<file path="src/rtl/mux_arb_n_if.sv">
// Handshake bundle between N producers and one consumer of the arbitrating mux.
// master drives requests and consumer ready; slave is the mux itself.
interface mux_arb_n_if #(
  parameter int WIDTH = 32,
  parameter int N     = 4,
  parameter int CW    = $clog2(N)
);
  logic [N*WIDTH-1:0] in_data;
  logic [N-1:0]       in_valid;
  logic [N-1:0]       in_ready;
  logic               flush;
  logic [WIDTH-1:0]   out_data;
  logic [CW-1:0]      out_ch;
  logic               out_valid;
  logic               out_ready;

  modport master (
    output in_data, in_valid, flush, out_ready,
    input  in_ready, out_data, out_ch, out_valid
  );

  modport slave (
    input  in_data, in_valid, flush, out_ready,
    output in_ready, out_data, out_ch, out_valid
  );
endinterface

</file>
<file path="src/rtl/mux_arb_n.sv">
// N-channel arbitrating mux (fixed priority or round-robin) into a 2-entry skid buffer.
// Latency: 1 clock from accept edge to out_valid when the buffer is empty.
// Backpressure: in_ready depends only on buffer occupancy and flush, never on out_ready.
module mux_arb_n_fifo #(
  parameter int W     = 8,
  parameter int DEPTH = 2
) (
  input  logic         clk,
  input  logic         rstn,
  input  logic         clr,
  input  logic         push_vld,
  output logic         push_rdy,
  input  logic [W-1:0] push_dat,
  output logic         pop_vld,
  input  logic         pop_rdy,
  output logic [W-1:0] pop_dat
);
  localparam int AW   = (DEPTH > 1) ? $clog2(DEPTH) : 1;
  localparam int CNTW = $clog2(DEPTH + 1);

  logic [W-1:0]    mem [DEPTH];
  logic [AW-1:0]   wr_ptr;
  logic [AW-1:0]   rd_ptr;
  logic [CNTW-1:0] count;
  logic            push;
  logic            pop;

  function automatic logic [AW-1:0] inc(input logic [AW-1:0] p);
    return (p == AW'(DEPTH - 1)) ? '0 : p + 1'b1;
  endfunction

  assign push_rdy = (count < CNTW'(DEPTH));
  assign pop_vld  = (count != '0);
  assign pop_dat  = mem[rd_ptr];
  assign push     = push_vld && push_rdy;
  assign pop      = pop_vld && pop_rdy;

  // Storage is reset too so the head reads zero after reset.
  always_ff @(posedge clk or negedge rstn) begin
    if (!rstn) begin
      wr_ptr <= '0;
      rd_ptr <= '0;
      count  <= '0;
      for (int i = 0; i < DEPTH; i++) mem[i] <= '0;
    end else if (clr) begin
      wr_ptr <= '0;
      rd_ptr <= '0;
      count  <= '0;
    end else begin
      if (push) begin
        mem[wr_ptr] <= push_dat;
        wr_ptr      <= inc(wr_ptr);
      end
      if (pop) rd_ptr <= inc(rd_ptr);
      if (push && !pop)      count <= count + 1'b1;
      else if (pop && !push) count <= count - 1'b1;
    end
  end
endmodule

module mux_arb_n #(
  parameter int WIDTH = 32,
  parameter int N     = 4,
  parameter int MODE  = 0,
  parameter int CW    = $clog2(N)
) (
  input  logic       clk,
  input  logic       rstn,
  mux_arb_n_if.slave bus
);
  typedef struct packed {
    logic [WIDTH-1:0] dat;
    logic [CW-1:0]    ch;
  } entry_t;

  logic [N-1:0]  grant;
  logic [CW-1:0] gidx;
  logic          gany;
  logic [CW-1:0] rr_ptr;
  logic          space;
  logic          buf_rdy;
  logic          push;
  entry_t        push_ent;
  entry_t        head_ent;

  // Search order starts at rr_ptr in round-robin mode, at 0 otherwise.
  always_comb begin
    int idx;
    idx   = 0;
    grant = '0;
    gidx  = '0;
    gany  = 1'b0;
    for (int k = 0; k < N; k++) begin
      idx = (MODE == 1) ? ((int'(rr_ptr) + k) % N) : k;
      if (!gany && bus.in_valid[idx]) begin
        gany = 1'b1;
        gidx = CW'(idx);
      end
    end
    if (gany) grant[gidx] = 1'b1;
  end

  assign space        = buf_rdy && !bus.flush && rstn;
  assign bus.in_ready = grant & {N{space}};
  assign push         = |(bus.in_valid & bus.in_ready);

  assign push_ent.dat = bus.in_data[int'(gidx) * WIDTH +: WIDTH];
  assign push_ent.ch  = gidx;

  mux_arb_n_fifo #(
    .W     ($bits(entry_t)),
    .DEPTH (2)
  ) u_buf (
    .clk      (clk),
    .rstn     (rstn),
    .clr      (bus.flush),
    .push_vld (push),
    .push_rdy (buf_rdy),
    .push_dat (push_ent),
    .pop_vld  (bus.out_valid),
    .pop_rdy  (bus.out_ready),
    .pop_dat  (head_ent)
  );

  assign bus.out_data = head_ent.dat;
  assign bus.out_ch   = head_ent.ch;

  always_ff @(posedge clk or negedge rstn) begin
    if (!rstn) begin
      rr_ptr <= '0;
    end else if (MODE == 1 && push) begin
      rr_ptr <= (gidx == CW'(N - 1)) ? '0 : gidx + 1'b1;
    end
  end
endmodule

</file>
<file path="src/flat_wrapper.sv">
// flat-port wrapper written by rule: the top's interface ports become plain ports
module mux_arb_n_flat 
#(
  parameter int WIDTH = 32,
  parameter int N     = 4,
  parameter int MODE  = 0,
  parameter int CW    = $clog2(N)
)
  (clk, rstn, bus_in_data, bus_in_valid, bus_flush, bus_out_ready, bus_in_ready, bus_out_data, bus_out_ch, bus_out_valid);
  mux_arb_n_if #(.WIDTH(WIDTH), .N(N), .CW(CW)) bus_i ();
  input  logic clk;
  input  logic rstn;
  input wire logic [$bits(bus_i.in_data)-1:0] bus_in_data;
  input wire logic [$bits(bus_i.in_valid)-1:0] bus_in_valid;
  input wire logic [$bits(bus_i.flush)-1:0] bus_flush;
  input wire logic [$bits(bus_i.out_ready)-1:0] bus_out_ready;
  output wire logic [$bits(bus_i.in_ready)-1:0] bus_in_ready;
  output wire logic [$bits(bus_i.out_data)-1:0] bus_out_data;
  output wire logic [$bits(bus_i.out_ch)-1:0] bus_out_ch;
  output wire logic [$bits(bus_i.out_valid)-1:0] bus_out_valid;
  assign bus_i.in_data = bus_in_data;
  assign bus_i.in_valid = bus_in_valid;
  assign bus_i.flush = bus_flush;
  assign bus_i.out_ready = bus_out_ready;
  assign bus_in_ready = bus_i.in_ready;
  assign bus_out_data = bus_i.out_data;
  assign bus_out_ch = bus_i.out_ch;
  assign bus_out_valid = bus_i.out_valid;
  mux_arb_n #(.WIDTH(WIDTH), .N(N), .MODE(MODE), .CW(CW)) u_core (.clk(clk), .rstn(rstn), .bus(bus_i));
endmodule
</file>
<file path="config.mk">
export PLATFORM = sky130hd
export DESIGN_NAME = mux_arb_n_flat
export DESIGN_NICKNAME = d
export VERILOG_FILES = /design/src/rtl/mux_arb_n_if.sv /design/src/rtl/mux_arb_n.sv /design/src/flat_wrapper.sv
export SDC_FILE = /design/constraint.sdc
export NUM_CORES = 1
export LEC_CHECK = 0
export BUFFER_PORTS_ARGS = -buffer_cell sky130_fd_sc_hd__buf_2
export CORE_UTILIZATION = 30
export CTS_CLUSTER_SIZE = 25
export DETAILED_ROUTE_END_ITERATION = 12
export GPL_TIMING_DRIVEN = 0
export PLACE_DENSITY = 0.61
export SLEW_MARGIN = 0
export SYNTH_ARGS = -nofsm -noshare
export SYNTH_HDL_FRONTEND = slang
export SYNTH_HIERARCHICAL = 1
export SYNTH_SLANG_ARGS = --single-unit
export TNS_END_PERCENT = 100
</file>
<file path="constraint.sdc">
create_clock -name clk -period 5.1 [get_ports clk]
set_input_delay 0.255 -clock clk [delete_from_list [all_inputs] [get_ports clk]]
set_output_delay 0.255 -clock clk [all_outputs]
set_load 0.005 [all_outputs]
</file>
==> metrics.cfg <==
[synth]
ys_seq_area_share_pct = 42.2
yosysMostFrequentCell = mux2_2
synth_top_area_share_pct = 42.2
synth_edf_count = 0
synth_cells = 369
synth_fp_nets = 506
ys_types = 27
synth-seq-cells = 72
synth-async-reset-ratio_pct = 100
synth_ff_type = dfrtp_1
yosys_warnings = 6
synthTopCellsByArea = dfrtp_1 42%, mux2_2 26%, a221o_1 7.5%, nand4bb_1 4.5%, a21oi_1 3.9%
synth_area_um2 = 4270
synth_area_leader_cell = dfrtp_1
synthTopCellsByCount = 98 x mux2_2, 72 x dfrtp_1, 36 x nand2_1
synth.avg_cell_area_um2 = 11.6

[setup_path]
end_kind = flip-flop
crit_buf_inv = 2
cpPeakStageDelay_ns = 0.65
cp.depth = 7
path_cells = buf_4 -> nand3b_1 -> a31oi_1 -> nor2b_4 -> nor3b_4 -> buf_6 -> mux2_2
path_delay_family = simple AND/OR/NAND/NOR gates
critPathLaunch = rstn
reg2regPathDepth = 7
r2r-end = u_core/u_buf/mem[54]$_DFFE_PN0P_
setup.worst_path.end = u_core/u_buf/mem[54]$_DFFE_PN0P_
r2r_setup_slack_ns = 2.74
slowest_stage = buf_4
cp-start-kind = input pin
critPathRequiredTime_ns = 5.30
critPathKind = in -> reg
r2r_start = u_core/u_buf/count[1]$_DFFE_PN0P_
cp_max_fo = 73
cp.arrival_ns = 2.81

[power_and_ir_drop]
power_leakage_uw = 0.00273
power.density_nw_per_um2 = 445
ir_worst_vdd_uv = 217

[route]
drt_pre_antenna_iters = 4
post_drt_wl_per_cell_um = 19.5
drc = 0
routed_wl_um = 14400
viasPerCell = 5.10
drtIter0Drc = 147
ant_nets = 0
routed-via-count = 3762

[sta]
fin_crit_sh_pct = 51.2
hold_viol = 0
fin_crit_ns = 2.61
setup_slack_ns = 2.49
drv_slew = 0
worst_slew_pin_slew_ns = 0.919
fmax_mhz = 383
holdWs_ns = 0.0398
maxSlewHeadroom_pct = 38.7
fin_setup_tns_ns = 0
fin_worst_skew_ns = 0.00687
grt_setup_unrepaired = false
finalSetupViolations = 0

[clock_network]
cts_root_buffer = clkbuf_16
cts_buffers = 9
cts_tree = done
htreeDepth = 3
cts.repair.resized = 0
postCtsHoldBufs = 0
clk_pin_slew_ns = 0.06
postCtsSetupBuffers = 0
clk_latency_ns = 0.32
clockBufferDepth = 2
clock-sinks = 72

[global_route]
met3_usage_pct = 4.51
grt_max_degree = 74
gr-usage-all-layers_pct = 20.0
busiest_layer = met2
antenna_found_initial = 0
grtUsageMet1_pct = 24.4
gr-usage-met2_pct = 36.0
grt_pass1_vias = 3939
overflow = 0
grt_pass1_wl_um = 21600

[floorplanning]
pin_count = 175
core_um2 = 13900
num_rows = 43
chipWidth_um = 121
fp.dieH_um = 121
start_util_pct = 30.7
dieArea_um2 = 14700

[layout]
drive_above_1_share_pct = 56.2
final_cell_count_no_fill = 737
layout.nets = 689
area_delta_synth_final_pct = 33.0
antenna_cells = 0

[place]
pre_cts_ws_ns = 2.05
port-buffer-count = 172
gp_congestion = 0.793
dp_hpwl_um = 10600
dp.cells = 721

[worst_hold_path]
holdCritPathClass = in -> async

[run_status]
status = finished clean

[run]
maxCapViolCount = 0

[state kept, by name, summed over array words and instances, names as in the netlist]
| name | cells |
|---|---|
| u_core/u_buf/wr_ptr | 1 |
| u_core/u_buf/mem | 68 |
| u_core/u_buf/rd_ptr | 1 |
| u_core/u_buf/count | 2 |
[cells in the final DEF (no fill, tap or decap), drive strengths merged]
master / synthesis / routed
o31ai: 1 / 1
nand2b: 1 / 1
clkinvlp: 0 / 1
and2: 1 / 1
nand3b: 16 / 16
xor2: 3 / 3
bufinv: 0 / 2
a31oi: 1 / 1
ha: 1 / 1
clkinv: 0 / 3
buf: 22 / 194
a21oi: 33 / 33
and3b: 1 / 1
nand4bb: 17 / 17
inv: 2 / 3
o21ai: 2 / 2
nor3: 1 / 1
dfrtp: 72 / 72
nor2: 8 / 8
nor2b: 1 / 1
mux2: 102 / 102
or2: 1 / 1
clkbuf: 11 / 20
a221o: 32 / 32
xnor2: 1 / 1
or3: 2 / 2
nor3b: 1 / 1
nand2: 36 / 36
[power by group]
group	leakage (uW)	internal, uW	switching, uW
logic	0.00165	550	395
registers	0.000925	799	116
clock network	0.000156	429	238
total	0.00273	1780	748
[area by class of cell]
type | instances | area (um2)
repair buffers | 172 | 863
plain buffers | 33 | 189
inverters | 2 | 7.51
clock inverters | 7 | 95.1
clock buffers | 9 | 225
well taps | 180 | 225
flip-flops and latches | 72 | 1800
fillers | 1364 | 8200
multi-input cells | 262 | 2270
[per-stage QoR]
| step | cell area, um2 | util (%) | power [uW] |
|---|---|---|---|
| 2_1_floorplan | 4270 | - | 1480 |
| 3_3_place_gp | 5350 | 38.6 | 1830 |
| 3_5_place_dp | 5360 | 38.6 | 1880 |
| 4_1_cts | 5680 | 40.9 | 2560 |
| 5_1_grt | 5680 | 40.9 | 2690 |
| 6_report | 5680 | 40.9 | 2530 |
[worst reg2reg max path: stages (launching register included)]
cell,delay [ns]
dfrtp_1,0.46
inv_1,0.08
nand3b_1,0.16
a31oi_1,0.24
nor2b_4,0.22
nor3b_4,0.49
buf_6,0.24
mux2_2,0.35
[routing by layer]
metal  share of wire (%)  wire (um)
met5                   0          0
met4                 1.2        167
met3                 6.2        895
met2                  49       7070
met1                  43       6230
[how the worst min path moves through the flow]
stage	start	to	slack, ns	cells after the start
detailed placement	rstn	u_core/u_buf/mem[62]$_DFFE_PN0P_	0.45	1
global placement	u_core/u_buf/mem[0]$_DFFE_PN0P_	u_core/u_buf/mem[0]$_DFFE_PN0P_	0.46	1
CTS	rstn	u_core/u_buf/mem[62]$_DFFE_PN0P_	0.09	1
floorplan	rstn	u_core/u_buf/count[0]$_DFFE_PN0P_	-0.04	0
finish	rstn	u_core/u_buf/mem[28]$_DFFE_PN0P_	0.04	1
global route	rstn	u_core/u_buf/mem[31]$_DFFE_PN0P_	0.14	1
[cell families (layout without fill, tap and decap cells)]
family          after synthesis  after routing  synth area share [%]
mux                         102            102                  26.9
simple gates                 86             86                  13.1
flops                        72             72                  42.2
compound gates               69             69                  12.0
buf+inv                      35            223                  4.60
xor+xnor                      4              4                 0.821
fa+ha+maj                     1              1                 0.293
Power figures use the tool's default switching activity.
